--- config.mk ---
export PLATFORM = sky130hd
export DESIGN_NAME = draw_over_anim_flat
export DESIGN_NICKNAME = d
export VERILOG_FILES = /design/src/rtl/draw_over_anim_if.sv /design/src/rtl/draw_over_anim.sv /design/src/flat_wrapper.sv
export SDC_FILE = /design/constraint.sdc
export NUM_CORES = 1
export LEC_CHECK = 0
export BUFFER_PORTS_ARGS = -buffer_cell sky130_fd_sc_hd__buf_4
export CORE_ASPECT_RATIO = 0.75
export CORE_MARGIN = 4
export CORE_UTILIZATION = 55
export CTS_BUF_LIST = sky130_fd_sc_hd__clkbuf_2 sky130_fd_sc_hd__clkbuf_4 sky130_fd_sc_hd__clkbuf_8
export CTS_CLUSTER_DIAMETER = 100
export CTS_CLUSTER_SIZE = 10
export DETAILED_ROUTE_END_ITERATION = 8
export PLACE_DENSITY = 0.83
export SYNTH_ARGS = -nofsm -noshare
export SYNTH_HDL_FRONTEND = slang
export SYNTH_SLANG_ARGS = --single-unit
--- constraint.sdc ---
create_clock -name clk -period 3.3 [get_ports clk]
set_input_delay 0.495 -clock clk [delete_from_list [all_inputs] [get_ports clk]]
set_output_delay 0.495 -clock clk [all_outputs]
set_load 0.005 [all_outputs]
--- src/rtl/draw_over_anim_if.sv ---
// VGA timing plus pixel colour bundle passed between draw stages.
// vga_in is the receiving side of a stage, vga_out the driving side.
interface vga_if;
  logic [10:0] hcount;
  logic [10:0] vcount;
  logic        hsync;
  logic        vsync;
  logic        hblnk;
  logic        vblnk;
  logic [11:0] rgb;

  modport vga_in  (input  hcount, vcount, hsync, vsync, hblnk, vblnk, rgb);
  modport vga_out (output hcount, vcount, hsync, vsync, hblnk, vblnk, rgb);
endinterface

--- src/rtl/draw_over_anim.sv ---
// Animated end-of-game overlay: a bordered box slides down to its rest row,
// then holds with a blinking border. One cycle of latency on every VGA field.
//
// state   | meaning
// --------+--------------------------------------------------------------
// S_IDLE  | overlay hidden, waiting for the trigger code at a frame tick
// S_SLIDE | box top moves down SLIDE_STEP per frame until Y_REST
// S_HOLD  | box parked at Y_REST, border toggles every BLINK_FRAMES frames
module draw_over_anim #(
  parameter logic [2:0]  TRIGGER_STATE = 3'b100,
  parameter int          X_START       = 400,
  parameter int          BOX_W         = 200,
  parameter int          Y_REST        = 200,
  parameter int          BOX_H         = 100,
  parameter int          SLIDE_STEP    = 8,
  parameter int          BORDER_W      = 4,
  parameter int          BLINK_FRAMES  = 30,
  parameter logic [11:0] FILL_COLOR    = 12'hFF0,
  parameter logic [11:0] BORDER_COLOR  = 12'hF00
) (
  input  logic         clk,
  input  logic         rst,
  input  logic [2:0]   game_state,
  vga_if.vga_in        vga_in,
  vga_if.vga_out       vga_out,
  output logic         overlay_active,
  output logic         slide_done
);

  typedef enum logic [1:0] {S_IDLE, S_SLIDE, S_HOLD} state_t;

  localparam int BLINK_W = (BLINK_FRAMES > 1) ? $clog2(BLINK_FRAMES) : 1;
  localparam logic [BLINK_W-1:0] BLINK_LAST = BLINK_W'(BLINK_FRAMES - 1);
  localparam logic [11:0] X_LO   = 12'(X_START);
  localparam logic [11:0] X_HI   = 12'(X_START + BOX_W);
  localparam logic [11:0] BW12   = 12'(BORDER_W);
  localparam logic [11:0] H12    = 12'(BOX_H);
  localparam logic [11:0] STEP12 = 12'(SLIDE_STEP);
  localparam logic [11:0] REST12 = 12'(Y_REST);
  localparam logic [10:0] REST11 = 11'(Y_REST);

  state_t               state_q, state_d;
  logic [10:0]          y_pos_q, y_pos_d;
  logic [BLINK_W-1:0]   blink_cnt_q, blink_cnt_d;
  logic                 border_on_q, border_on_d;
  logic                 vblnk_dly_q, vblnk_dly_d;
  logic                 overlay_active_q, overlay_active_d;
  logic                 slide_done_q, slide_done_d;

  logic [10:0]          hcount_q, hcount_d;
  logic [10:0]          vcount_q, vcount_d;
  logic                 hsync_q, hsync_d;
  logic                 vsync_q, vsync_d;
  logic                 hblnk_q, hblnk_d;
  logic                 vblnk_q, vblnk_d;
  logic [11:0]          rgb_q, rgb_d;

  logic                 tick;
  logic                 trig;
  logic [11:0]          y_sum;
  logic [10:0]          y_step;
  logic [11:0]          h12, v12, y_top, y_bot;
  logic                 in_box, on_border;

  always_comb begin
    state_d          = state_q;
    y_pos_d          = y_pos_q;
    blink_cnt_d      = blink_cnt_q;
    border_on_d      = border_on_q;
    slide_done_d     = 1'b0;
    vblnk_dly_d      = vga_in.vblnk;
    tick             = vga_in.vblnk & ~vblnk_dly_q;
    trig             = (game_state == TRIGGER_STATE);
    // 12-bit sum so the saturating step can never wrap
    y_sum            = {1'b0, y_pos_q} + STEP12;
    y_step           = (y_sum >= REST12) ? REST11 : y_sum[10:0];

    if (tick) begin
      if (state_q != S_IDLE && !trig) begin
        state_d     = S_IDLE;
        y_pos_d     = '0;
        blink_cnt_d = '0;
      end else begin
        case (state_q)
          S_IDLE: begin
            if (trig) begin
              state_d     = S_SLIDE;
              y_pos_d     = '0;
              blink_cnt_d = '0;
              border_on_d = 1'b1;
            end
          end
          S_SLIDE: begin
            y_pos_d = y_step;
            if (y_step == REST11) begin
              state_d      = S_HOLD;
              slide_done_d = 1'b1;
            end
          end
          S_HOLD: begin
            if (blink_cnt_q == BLINK_LAST) begin
              blink_cnt_d = '0;
              border_on_d = ~border_on_q;
            end else begin
              blink_cnt_d = blink_cnt_q + BLINK_W'(1);
            end
          end
          default: state_d = S_IDLE;
        endcase
      end
    end

    overlay_active_d = (state_d != S_IDLE);
  end

  always_comb begin
    hcount_d  = vga_in.hcount;
    vcount_d  = vga_in.vcount;
    hsync_d   = vga_in.hsync;
    vsync_d   = vga_in.vsync;
    hblnk_d   = vga_in.hblnk;
    vblnk_d   = vga_in.vblnk;
    h12       = {1'b0, vga_in.hcount};
    v12       = {1'b0, vga_in.vcount};
    y_top     = {1'b0, y_pos_q};
    y_bot     = y_top + H12;
    in_box    = (h12 >= X_LO) && (h12 < X_HI) && (v12 >= y_top) && (v12 < y_bot);
    // far-edge tests add to the pixel side so a narrow box cannot underflow
    on_border = (h12 < X_LO + BW12) || (h12 + BW12 >= X_HI) ||
                (v12 < y_top + BW12) || (v12 + BW12 >= y_bot);
    rgb_d     = vga_in.rgb;
    if (state_q != S_IDLE && !vga_in.hblnk && !vga_in.vblnk && in_box) begin
      rgb_d = (on_border && border_on_q) ? BORDER_COLOR : FILL_COLOR;
    end
  end

  always_ff @(posedge clk) begin
    if (rst) begin
      state_q          <= S_IDLE;
      y_pos_q          <= '0;
      blink_cnt_q      <= '0;
      border_on_q      <= 1'b1;
      vblnk_dly_q      <= 1'b0;
      overlay_active_q <= 1'b0;
      slide_done_q     <= 1'b0;
      hcount_q         <= '0;
      vcount_q         <= '0;
      hsync_q          <= 1'b0;
      vsync_q          <= 1'b0;
      hblnk_q          <= 1'b0;
      vblnk_q          <= 1'b0;
      rgb_q            <= '0;
    end else begin
      state_q          <= state_d;
      y_pos_q          <= y_pos_d;
      blink_cnt_q      <= blink_cnt_d;
      border_on_q      <= border_on_d;
      vblnk_dly_q      <= vblnk_dly_d;
      overlay_active_q <= overlay_active_d;
      slide_done_q     <= slide_done_d;
      hcount_q         <= hcount_d;
      vcount_q         <= vcount_d;
      hsync_q          <= hsync_d;
      vsync_q          <= vsync_d;
      hblnk_q          <= hblnk_d;
      vblnk_q          <= vblnk_d;
      rgb_q            <= rgb_d;
    end
  end

  assign vga_out.hcount = hcount_q;
  assign vga_out.vcount = vcount_q;
  assign vga_out.hsync  = hsync_q;
  assign vga_out.vsync  = vsync_q;
  assign vga_out.hblnk  = hblnk_q;
  assign vga_out.vblnk  = vblnk_q;
  assign vga_out.rgb    = rgb_q;
  assign overlay_active = overlay_active_q;
  assign slide_done     = slide_done_q;

endmodule

--- src/flat_wrapper.sv ---
// flat-port wrapper written by rule: the top's interface ports become plain ports
module draw_over_anim_flat 
#(
  parameter logic [2:0]  TRIGGER_STATE = 3'b100,
  parameter int          X_START       = 400,
  parameter int          BOX_W         = 200,
  parameter int          Y_REST        = 200,
  parameter int          BOX_H         = 100,
  parameter int          SLIDE_STEP    = 8,
  parameter int          BORDER_W      = 4,
  parameter int          BLINK_FRAMES  = 30,
  parameter logic [11:0] FILL_COLOR    = 12'hFF0,
  parameter logic [11:0] BORDER_COLOR  = 12'hF00
)
  (clk, rst, game_state, overlay_active, slide_done, vga_in_hcount, vga_in_vcount, vga_in_hsync, vga_in_vsync, vga_in_hblnk, vga_in_vblnk, vga_in_rgb, vga_out_hcount, vga_out_vcount, vga_out_hsync, vga_out_vsync, vga_out_hblnk, vga_out_vblnk, vga_out_rgb);
  vga_if vga_in_i ();
  vga_if vga_out_i ();
  input  logic clk;
  input  logic rst;
  input  logic [2:0] game_state;
  output logic overlay_active;
  output logic slide_done;
  input wire logic [$bits(vga_in_i.hcount)-1:0] vga_in_hcount;
  input wire logic [$bits(vga_in_i.vcount)-1:0] vga_in_vcount;
  input wire logic [$bits(vga_in_i.hsync)-1:0] vga_in_hsync;
  input wire logic [$bits(vga_in_i.vsync)-1:0] vga_in_vsync;
  input wire logic [$bits(vga_in_i.hblnk)-1:0] vga_in_hblnk;
  input wire logic [$bits(vga_in_i.vblnk)-1:0] vga_in_vblnk;
  input wire logic [$bits(vga_in_i.rgb)-1:0] vga_in_rgb;
  output wire logic [$bits(vga_out_i.hcount)-1:0] vga_out_hcount;
  output wire logic [$bits(vga_out_i.vcount)-1:0] vga_out_vcount;
  output wire logic [$bits(vga_out_i.hsync)-1:0] vga_out_hsync;
  output wire logic [$bits(vga_out_i.vsync)-1:0] vga_out_vsync;
  output wire logic [$bits(vga_out_i.hblnk)-1:0] vga_out_hblnk;
  output wire logic [$bits(vga_out_i.vblnk)-1:0] vga_out_vblnk;
  output wire logic [$bits(vga_out_i.rgb)-1:0] vga_out_rgb;
  assign vga_in_i.hcount = vga_in_hcount;
  assign vga_in_i.vcount = vga_in_vcount;
  assign vga_in_i.hsync = vga_in_hsync;
  assign vga_in_i.vsync = vga_in_vsync;
  assign vga_in_i.hblnk = vga_in_hblnk;
  assign vga_in_i.vblnk = vga_in_vblnk;
  assign vga_in_i.rgb = vga_in_rgb;
  assign vga_out_hcount = vga_out_i.hcount;
  assign vga_out_vcount = vga_out_i.vcount;
  assign vga_out_hsync = vga_out_i.hsync;
  assign vga_out_vsync = vga_out_i.vsync;
  assign vga_out_hblnk = vga_out_i.hblnk;
  assign vga_out_vblnk = vga_out_i.vblnk;
  assign vga_out_rgb = vga_out_i.rgb;
  draw_over_anim #(.TRIGGER_STATE(TRIGGER_STATE), .X_START(X_START), .BOX_W(BOX_W), .Y_REST(Y_REST), .BOX_H(BOX_H), .SLIDE_STEP(SLIDE_STEP), .BORDER_W(BORDER_W), .BLINK_FRAMES(BLINK_FRAMES), .FILL_COLOR(FILL_COLOR), .BORDER_COLOR(BORDER_COLOR)) u_core (.clk(clk), .rst(rst), .game_state(game_state), .vga_in(vga_in_i), .vga_out(vga_out_i), .overlay_active(overlay_active), .slide_done(slide_done));
endmodule
==> metrics, run 1 <==
final setup margin=0.283 ns; Crit path buffers/inverters=0; Peak supply drop=0.000199 V; CTS Root Cell=clkbuf_8; Filler cells=509; antenna-violating nets left=0; WHS Endpoint=u_core.vga_out.vsync; syn_nets=496; Placer Congestion=0.903; worst path cell trace=ha_1 > a21oi_1 > and2_1 > nor2_1 > xnor2_1 > ha_1 > nor2b_1 > o21ai_0 > o2111ai_1 > or4_1 > a2bb2oi_1; fin util=69.7%; Final setup viols=0; crit path DAT=3.28 ns; clock power share=40.4%; CP Max Fanout=6; RSZ-0062 raised after global routing=no; Hold WC Path Type=primary input to flop; Mapped Cells=407; Worst Path Required=3.56 ns; io pins=83; Via density=5.47; Setup crit start kind=flop; CTS buffer count=9; Switching Fraction=24.8%; predominant post-synthesis flop cell=dfxtp_1; Post-CTS Setup Repair Bufs=0; die width=101 microns; hold_sp=vga_in_vsync; Clock Path Buffers=2; flop2flop setup slack=0.28 ns; Post-DP Area=4200 sq um; Reg2Reg Launch Point=u_core.y_pos_q[2]; Mapped Area=3580 sq um; fin nets=572; Ant. Diodes=0; Worst-Margin Slew=0.741 ns; hold path cells=2; pwr dens=372 nW/um^2; final instance area=4400 sq um; Multi-input gate area=2220 sq um; #FFs+latches synth=59; first-pass GRT wire length=13500 microns; DR vias=3111; Slew Limit Fails=0; Place WS=0.190 ns; final wirelength=8320 microns; ranking of synthesized cells by area=dfxtp_1, ha_1, nor2b_1, xnor2_1, nor2_1; vias in the first global route=2885; Net Switching=406 uW; Int Pwr=1.23 mW; period utilisation layout=91.4%; Final Hold Vio Count=0; row cnt=25; skew final=0.00472 ns; Final HPWL DP=6170 microns; clock latency on the worst-skew pair=0.34 ns; Die Ht=77.8 microns; async set or reset register ratio after synthesis=0%; largest net degree at the start of global routing=53; Logic pwr share=14.0%; largest area contributor in the netlist=dfxtp_1; htree depth=3; MaxCap Viol Count=0; CP dominant cell by count=ha_1; commonest cells in the netlist=dfxtp_1, ha_1, nor2_1; GRT Residual Overflow=0; max incr delay on CP=0.61 ns; clk slew on worst S/H paths=0.07 ns; CTS tree=built; Initial Utilization=56.6%; mean post-synth cell area=8.79 sq um; Yosys cell types=61; GR Util All Layers=21.3%; f_max=0.331 GHz; number of flops mapped to enable cells by yosys=0; WL per Instance=14.6 microns; total die area=7870 sq um; Max stage delay cell, worst path=or4_1; CP top delay family=simple AND/OR/NAND/NOR gates; drt pass-1 iters=6; R2R depth=11; Seq/Total Area, Yosys=33.0%; Leakage=1.88 nW; Hold-fix buffers, CTS=0; Rel. slew slack=50.2%; PortBufs=82; Area Growth Syn to Fin=23.1%; end of the worst register-to-register path=u_core.vga_out.rgb[5]; Flop pwr share=45.6%; clock sinks=59; Core ar.=6320 sq um; layout cells sized above 1=23.6%; synth warn=0; initial antenna violation count=0; DRT iter0 DRCs=160; CP Class=flop to flop; DRC violations left=0; register area=1180 sq um; Fin Setup TNS=0 ns; Synth top area share=33.0%; time the worst path needs with I/O delays and setup=3.02 ns; Worst Setup End Kind=flop; status=complete, no violations; top-count cell post-synth=dfxtp_1
[what timing repair did]
item,CTS,global route
setup endpoints to repair,0,8
gates resized for setup,0,2
endpoints found under the hold margin,0,0
[flip-flops by register name (all words and copies together) (netlist names)]
| register | count |
|---|---|
| u_core.border_on_q | 1 |
| u_core.vblnk_dly_q | 1 |
| u_core.vga_out.rgb | 12 |
| u_core.vga_out.hcount | 11 |
| u_core.slide_done | 1 |
| u_core.overlay_active | 1 |
| u_core.state_q | 2 |
| u_core.vga_out.hsync | 1 |
| u_core.vga_out.hblnk | 1 |
| u_core.y_pos_q | 11 |
| u_core.vga_out.vcount | 11 |
| u_core.blink_cnt_q | 5 |
| u_core.vga_out.vsync | 1 |
[cell families (layout without fill, tap and decap cells)]
kind of cell             after synthesis  in the layout  synth area share (%)
AND/OR/NAND/NOR                      157            157                  23.8
AO/OA/AOI/OAI                         83             83                  16.3
flip-flops                            59             59                  33.0
adder cells (fa/ha/maj)               46             46                  16.1
buffers and inverters                 38            119                  4.86
XOR/XNOR                              23             23                  5.63
multiplexers                           1              1                 0.280
[worst max-delay path by stage]
stage	start	to	slack, ns	cells after the start
final	u_core.y_pos_q[2]	u_core.vga_out.rgb[5]	0.28	11
after CTS	u_core.y_pos_q[3]	u_core.vga_out.rgb[5]	0.12	11
after global routing	u_core.y_pos_q[3]	u_core.vga_out.rgb[5]	0.05	12
after floorplan	u_core.y_pos_q[3]	u_core.vga_out.rgb[4]	0.48	11
after detailed placement	u_core.y_pos_q[3]	u_core.vga_out.rgb[7]	0.19	11
after global placement	u_core.y_pos_q[3]	u_core.vga_out.rgb[4]	0.29	11
[area by class of cell]
cell class	instances	share of cell area [%]
repair buffers	83	14.2
clock buffers	11	3.30
inverters	20	1.71
flip-flops and latches	59	26.9
multi-input cells	310	50.5
clock inverters	5	1.19
well taps	81	2.30
[through the flow]
step | instances | total power [mW] | hold WS, ns
6_report | 569 | 1.64 | 0.359
5_1_grt | 569 | 1.71 | 0.346
4_1_cts | 569 | 1.65 | 0.348
3_5_place_dp | 553 | 0.989 | 0.494
3_3_place_gp | 553 | 0.982 | 0.489
2_1_floorplan | 407 | 0.876 | 0.442
[power by group through the flow]
stage | Sequential (mW) | Combinational, mW | Clock (mW)
floorplan | 0.765 | 0.110 | 0
global placement | 0.762 | 0.220 | 0
detailed placement | 0.763 | 0.226 | 0
CTS | 0.747 | 0.229 | 0.674
global route | 0.748 | 0.254 | 0.705
finish | 0.747 | 0.229 | 0.661
[metal layers]
layer / GRT usage, % / share of wire (%) / up-vias
li1: - / - / 1591
met1: 28.0 / 46 / 1438
met2: 33.5 / 47 / 69
met3: 5.57 / 5.8 / 13
met4: 7.44 / 1.3 / 0
met5: 0 / 0 / -
[placed cells by master, fill, tap and decap left out, types with 2 or more instances in the layout]
| cell type | synthesis | final |
|---|---|---|
| nor3_1 | 7 | 7 |
| and4_1 | 2 | 2 |
| a211oi_1 | 5 | 5 |
| nand2_1 | 20 | 20 |
| dfxtp_1 | 59 | 58 |
| nor3b_1 | 9 | 9 |
| nor4_1 | 4 | 4 |
| nand3b_1 | 2 | 2 |
| xnor2_1 | 17 | 17 |
| buf_4 | 1 | 83 |
| inv_1 | 18 | 18 |
| o21ai_0 | 13 | 13 |
| o2111ai_1 | 2 | 2 |
| a221oi_1 | 2 | 2 |
| nand4_1 | 10 | 10 |
| a21o_2 | 2 | 2 |
| and2_1 | 6 | 6 |
| clkinv_2 | 0 | 3 |
| nor2b_1 | 31 | 31 |
| a2bb2oi_1 | 4 | 4 |
| ha_1 | 46 | 45 |
| a31oi_1 | 2 | 2 |
| xor2_1 | 6 | 6 |
| and3_2 | 2 | 2 |
| nand3_1 | 14 | 14 |
| and3_1 | 5 | 5 |
| a21oi_1 | 25 | 25 |
| a21o_1 | 9 | 9 |
| o21bai_1 | 2 | 2 |
| or4_1 | 2 | 2 |
| nand2b_1 | 4 | 4 |
| clkbuf_8 | 0 | 10 |
| nor2_1 | 34 | 34 |
Note: power is estimated with default switching activity, not from simulation.
==> inputs of run 2 (changes only) <==
--- a/config.mk
+++ b/config.mk
@@ -6,14 +6,16 @@
 export NUM_CORES = 1
 export LEC_CHECK = 0
 export BUFFER_PORTS_ARGS = -buffer_cell sky130_fd_sc_hd__buf_4
+export CELL_PAD_IN_SITES_DETAIL_PLACEMENT = 1
+export CELL_PAD_IN_SITES_GLOBAL_PLACEMENT = 2
 export CORE_ASPECT_RATIO = 0.75
 export CORE_MARGIN = 4
-export CORE_UTILIZATION = 55
+export CORE_UTILIZATION = 25
 export CTS_BUF_LIST = sky130_fd_sc_hd__clkbuf_2 sky130_fd_sc_hd__clkbuf_4 sky130_fd_sc_hd__clkbuf_8
 export CTS_CLUSTER_DIAMETER = 100
 export CTS_CLUSTER_SIZE = 10
 export DETAILED_ROUTE_END_ITERATION = 8
-export PLACE_DENSITY = 0.83
+export PLACE_DENSITY = 0.67
 export SYNTH_ARGS = -nofsm -noshare
 export SYNTH_HDL_FRONTEND = slang
 export SYNTH_SLANG_ARGS = --single-unit
==> metrics, run 2 (synthesis results as in run 1) <==
CP Class=flop to flop; period utilisation layout=90.3% (-1.1 points); clock latency on the worst-skew pair=0.35 ns (about the same); Final setup viols=0 (unchanged); Core ar.=13800 sq um (+120%); initial antenna violation count=0 (unchanged); Setup crit start kind=flop; die width=146 microns (+45%); Rel. slew slack=47.9% (-2.3 points); max reg flops=12 (unchanged); CTS buffer count=9 (unchanged); final wirelength=11300 microns (+35%); Fin Setup TNS=0 ns (unchanged); CTS Root Cell=clkbuf_8; CP Max Fanout=6 (unchanged); clk slew on worst S/H paths=0.08 ns (about the same); Final HPWL DP=8860 microns (+43%); vias in the first global route=3433 (+19%); layout cells sized above 1=25.2% (+1.6 points); Initial Utilization=25.8% (-31 points); largest net degree at the start of global routing=52 (-1.9%); time the worst path needs with I/O delays and setup=2.98 ns (-0.0370 ns); WL per Instance=16.8 microns (+15%); Peak supply drop=0.000189 V (-5.2%); RSZ-0062 raised after global routing=no; GRT Residual Overflow=0 (unchanged); Worst-Margin Slew=0.774 ns (+0.0335 ns); clock sinks=59 (unchanged); GR Util All Layers=14.2% (-7.1 points); Die Ht=112 microns (+43%); MaxCap Viol Count=0 (unchanged); total die area=16300 sq um (+110%); antenna-violating nets left=0 (unchanged); Place WS=0.133 ns (-0.0569 ns); Via density=4.86 (-11%); Clock Path Buffers=2 (unchanged); first-pass GRT wire length=18600 microns (+38%); fin util=33.2% (-36 points); Tot Pwr=1.70 mW (+3.7%); Leakage=1.92 nW (+2.1%); io pins=83 (unchanged); Placer Congestion=0.791 (-12%); Final Hold Vio Count=0 (unchanged); status=complete, no violations; commonest non-fill, non-tap cell in the layout=buf_4; Filler cells=1620 (+220%); pwr dens=369 nW/um^2 (-0.69%); DRT iter0 DRCs=163 (+1.9%); skew final=0.0123 ns (+0.00757 ns); grt met3 use=6.22% (+0.65 points); PortBufs=82 (unchanged); CTS tree=built; final setup margin=0.320 ns (+0.0370 ns); fin nets=580 (+1.4%); DRC violations left=0 (unchanged); Worst Path Required=3.57 ns (about the same); Area Growth Syn to Fin=28.6%; Ant. Diodes=0 (unchanged); busiest grt layer=met2; Post-DP Area=4380 sq um (+4.2%); most frequent cells in the layout=buf_4, dfxtp_1, ha_1, nor2_1, nor2b_1; drt pass-1 iters=6 (unchanged); Hold WC Path Type=primary input to flop; GR Util met1=19.8% (-8.2 points); final instance area=4600 sq um (+4.4%); M2 GR Usage=20.0% (-14 points); f_max=0.336 GHz (+1.2%); row cnt=37 (+48%); Slew Limit Fails=0 (unchanged); htree depth=3 (unchanged); DR vias=3260 (+4.8%); Post-CTS Setup Repair Bufs=0 (unchanged); crit path DAT=3.25 ns (-0.03 ns); Worst Setup End Kind=flop
[run 2: through the flow]
step | cells | hold slack (ns)
global route | 671 | 0.345
detailed placement | 655 | 0.503
finish | 671 | 0.351
floorplan | 407 | 0.442
global placement | 655 | 0.491
CTS | 671 | 0.334
[run 2: layer usage]
layer | vias to the layer above | routed length [microns]
li1 | 1599 | -
met2 | 93 | 4510
met5 | - | 0
met4 | 0 | 147
met1 | 1553 | 5610
met3 | 15 | 1000
[run 2: cell type report]
class | count | area (sq um) | area share [%]
repair buffers | 91 | 683 | 14.9
multi-input cells | 310 | 2230 | 48.4
inverters | 20 | 75.1 | 1.63
clock buffers | 10 | 138 | 2.99
well taps | 175 | 219 | 4.76
clock inverters | 6 | 71.3 | 1.55
flip-flops and latches | 59 | 1180 | 25.7
[run 2: where the power goes]
part	internal, mW	switching [mW]	total (mW)
combinational	0.121	0.123	0.244
clock	0.376	0.331	0.706
sequential	0.738	0.00855	0.746
[run 2: path summary, 6_finish.rpt]
kind,slack [ns],depth (start not counted),end,startpoint
worst max-delay path,0.32,12,u_core.vga_out.rgb[4],u_core.y_pos_q[3]
worst min register to register,0.52,2,u_core.y_pos_q[1],u_core.y_pos_q[1]
worst min-delay path,0.35,2,u_core.vga_out.hsync,vga_in_hsync
worst max register to register,0.32,12,u_core.vga_out.rgb[4],u_core.y_pos_q[3]
[run 2: worst max-delay path: stages (launching register included)]
cell       delay (ns)
dfxtp_2          0.35
buf_4            0.16
ha_1             0.23
a21oi_1          0.19
and2_1           0.18
nor2_1           0.07
xnor2_1          0.21
ha_1             0.28
nor2b_1          0.14
o21ai_1          0.21
o2111ai_1        0.14
or4_4            0.57
a2bb2oi_1        0.18
[run 2: repair_timing]
action | in CTS | in global routing
hold buffers | 0 | 0
setup endpoints to repair | 0 | 4
gates resized for setup | 0 | 5
==> inputs of run 3 (changes only) <==
--- a/config.mk
+++ b/config.mk
@@ -16,6 +16,7 @@
 export CTS_CLUSTER_SIZE = 10
 export DETAILED_ROUTE_END_ITERATION = 8
 export PLACE_DENSITY = 0.67
+export RECOVER_POWER = 50
 export SYNTH_ARGS = -nofsm -noshare
 export SYNTH_HDL_FRONTEND = slang
 export SYNTH_SLANG_ARGS = --single-unit
==> metrics, run 3 (synthesis results as in run 1) <==
clock sinks=59 (unchanged); Placer Congestion=0.791 (unchanged); CTS tree=built; R2R depth=12 (unchanged); PortBufs=82 (unchanged); Final setup viols=0 (unchanged); Logic pwr share=14.2% (-0.2 points); Worst Setup End Kind=flop; skew final=0.0128 ns (+0.000497 ns); final wirelength=11300 microns (-0.17%); MaxCap Viol Count=1 (+1); layout cells sized above 1=23.6% (-1.6 points); total die area=16300 sq um (unchanged); commonest non-fill, non-tap cell in the layout=buf_4; Slew Limit Fails=52 (+52); Via density=4.86 (about the same); crit path DAT=3.25 ns (about the same); Multi-input gate area=2230 sq um (unchanged); Max stage delay cell, worst path=or4_4; worst path cell trace=buf_4 > ha_1 > a21oi_1 > and2_1 > nor2_1 > xnor2_1 > ha_1 > nor2b_1 > o21ai_1 > o2111ai_1 > or4_4 > a2bb2oi_1; die width=146 microns (unchanged); Core ar.=13800 sq um (unchanged); io pins=83 (unchanged); most frequent cells in the layout=buf_4, dfxtp_1, ha_1, nor2_1, nor2b_1; hold path cells=2 (unchanged); end of the worst register-to-register path=u_core.vga_out.rgb[4]; Worst Path Required=3.57 ns (about the same); Hold-fix buffers, CTS=0 (unchanged); RSZ-0062 raised after global routing=no; time the worst path needs with I/O delays and setup=2.98 ns (-0.0000540 ns); WL per Instance=16.8 microns (-0.17%); register area=1180 sq um (unchanged); Initial Utilization=25.8% (unchanged); Area Growth Syn to Fin=27.7%; antenna-violating nets left=0 (unchanged); Final HPWL DP=8860 microns (unchanged); vias in the first global route=3433 (unchanged); DR vias=3261 (+0.031%); CTS Root Cell=clkbuf_8; max reg flops=12 (unchanged); fin util=33.0% (-0.22 points); Leakage=1.88 nW (-2.0%); failing checks=max-capacitance violations, max-slew violations; Reg2Reg Launch Point=u_core.y_pos_q[3]; Final Hold Vio Count=0 (unchanged); pwr dens=370 nW/um^2 (+0.36%); Rel. slew slack=-55.6% (-100 points); CP dominant cell by count=ha_1; clk slew on worst S/H paths=0.08 ns (about the same); clock power share=41.7% (about the same); Ant. Diodes=0 (unchanged); htree depth=3 (unchanged); Setup crit start kind=flop; Flop pwr share=44.1% (about the same); max incr delay on CP=0.57 ns (about the same); WHS Endpoint=u_core.vga_out.hsync; largest net degree at the start of global routing=52 (unchanged); status=finished with violations; CP Class=flop to flop; clock latency on the worst-skew pair=0.35 ns (about the same); DRC violations left=0 (unchanged); Filler cells=1622 (+0.12%); DRT iter0 DRCs=167 (+2.5%); row cnt=37 (unchanged); Int Pwr=1.23 mW (-0.31%); period utilisation layout=90.3% (about the same); Hold WC Path Type=primary input to flop; CTS buffer count=9 (unchanged); Die Ht=112 microns (unchanged); hold_sp=vga_in_hsync; flop2flop setup slack=0.32 ns (about the same); GRT Residual Overflow=0 (unchanged); hold slack=0.352 ns (+0.000413 ns); Clock Path Buffers=2 (unchanged); Peak supply drop=0.000188 V (-0.47%); drt pass-1 iters=6 (unchanged); f_max=0.336 GHz (about the same); CP Max Fanout=6 (unchanged); first-pass GRT wire length=18600 microns (unchanged); Worst-Margin Slew=2.33 ns (+1.56 ns); fin nets=580 (unchanged); Net Switching=461 uW (-0.25%); Switching Fraction=27.3% (about the same); Fin Setup TNS=0 ns (unchanged); GR Util All Layers=14.2% (unchanged); initial antenna violation count=0 (unchanged)
run 3: cell types whose count changed in the layout (fill, tap and decap cells not counted), sizes merged:
cell	delta
clkbuf	+25
buf	-25
run 3: through the flow:
step / total power [mW] / instance area [sq um] / setup WS (ns) / cells
6_report: 1.69 / 4570 / 0.320 / 671
5_1_grt: 1.79 / 4570 / 0.0539 / 671
4_1_cts: 1.73 / 4590 / 0.102 / 671
3_5_place_dp: 1.01 / 4380 / 0.133 / 655
3_3_place_gp: 1.00 / 4380 / 0.251 / 655
2_1_floorplan: 0.876 / 3580 / 0.482 / 407
run 3: worst max path at each step:
stage / startpoint / end / cells past startpoint
finish: u_core.y_pos_q[3] / u_core.vga_out.rgb[4] / 12
global route: u_core.y_pos_q[3] / u_core.vga_out.rgb[6] / 12
global placement: u_core.y_pos_q[3] / u_core.vga_out.rgb[5] / 12
CTS: u_core.y_pos_q[3] / u_core.vga_out.rgb[4] / 12
detailed placement: u_core.y_pos_q[3] / u_core.vga_out.rgb[4] / 12
floorplan: u_core.y_pos_q[3] / u_core.vga_out.rgb[4] / 11
run 3: layer usage:
layer	global-route usage (%)	up-vias	routed length [microns]
met4	3.57	0	147
met1	19.8	1552	5580
li1	-	1599	-
met5	0	-	0
met3	6.22	15	1010
met2	20.0	95	4520
run 3: final cells by class:
type | count | area share (%)
tap | 175 | 4.79
clock inverter | 6 | 1.56
multi-input combinational | 310 | 48.8
sequential | 59 | 25.9
inverter | 20 | 1.64
clock buffer | 10 | 3.01
timing repair buffer | 91 | 14.3
run 3: worst max-delay path, delay by kind of cell (launching register included):
kind | cells | cell delay, ns
compound gates | 4 | 0.72
simple gates | 4 | 0.96
buf+inv | 1 | 0.16
xor+xnor | 1 | 0.21
flops | 1 | 0.35
fa+ha+maj | 2 | 0.51
run 3: repair_timing:
item	4_1_cts	5_1_grt
endpoints found under the setup margin	0	4
resized for setup	0	5
buffers inserted	0	0
hold endpoints to repair	0	0
run 3: power groups by stage:
| stage | registers [mW] | logic, mW | clock network (mW) |
|---|---|---|---|
| after CTS | 0.747 | 0.247 | 0.736 |
| after global routing | 0.749 | 0.272 | 0.768 |
| after floorplan | 0.765 | 0.110 | 0 |
| after detailed placement | 0.763 | 0.246 | 0 |
| final | 0.746 | 0.240 | 0.705 |
| after global placement | 0.763 | 0.241 | 0 |
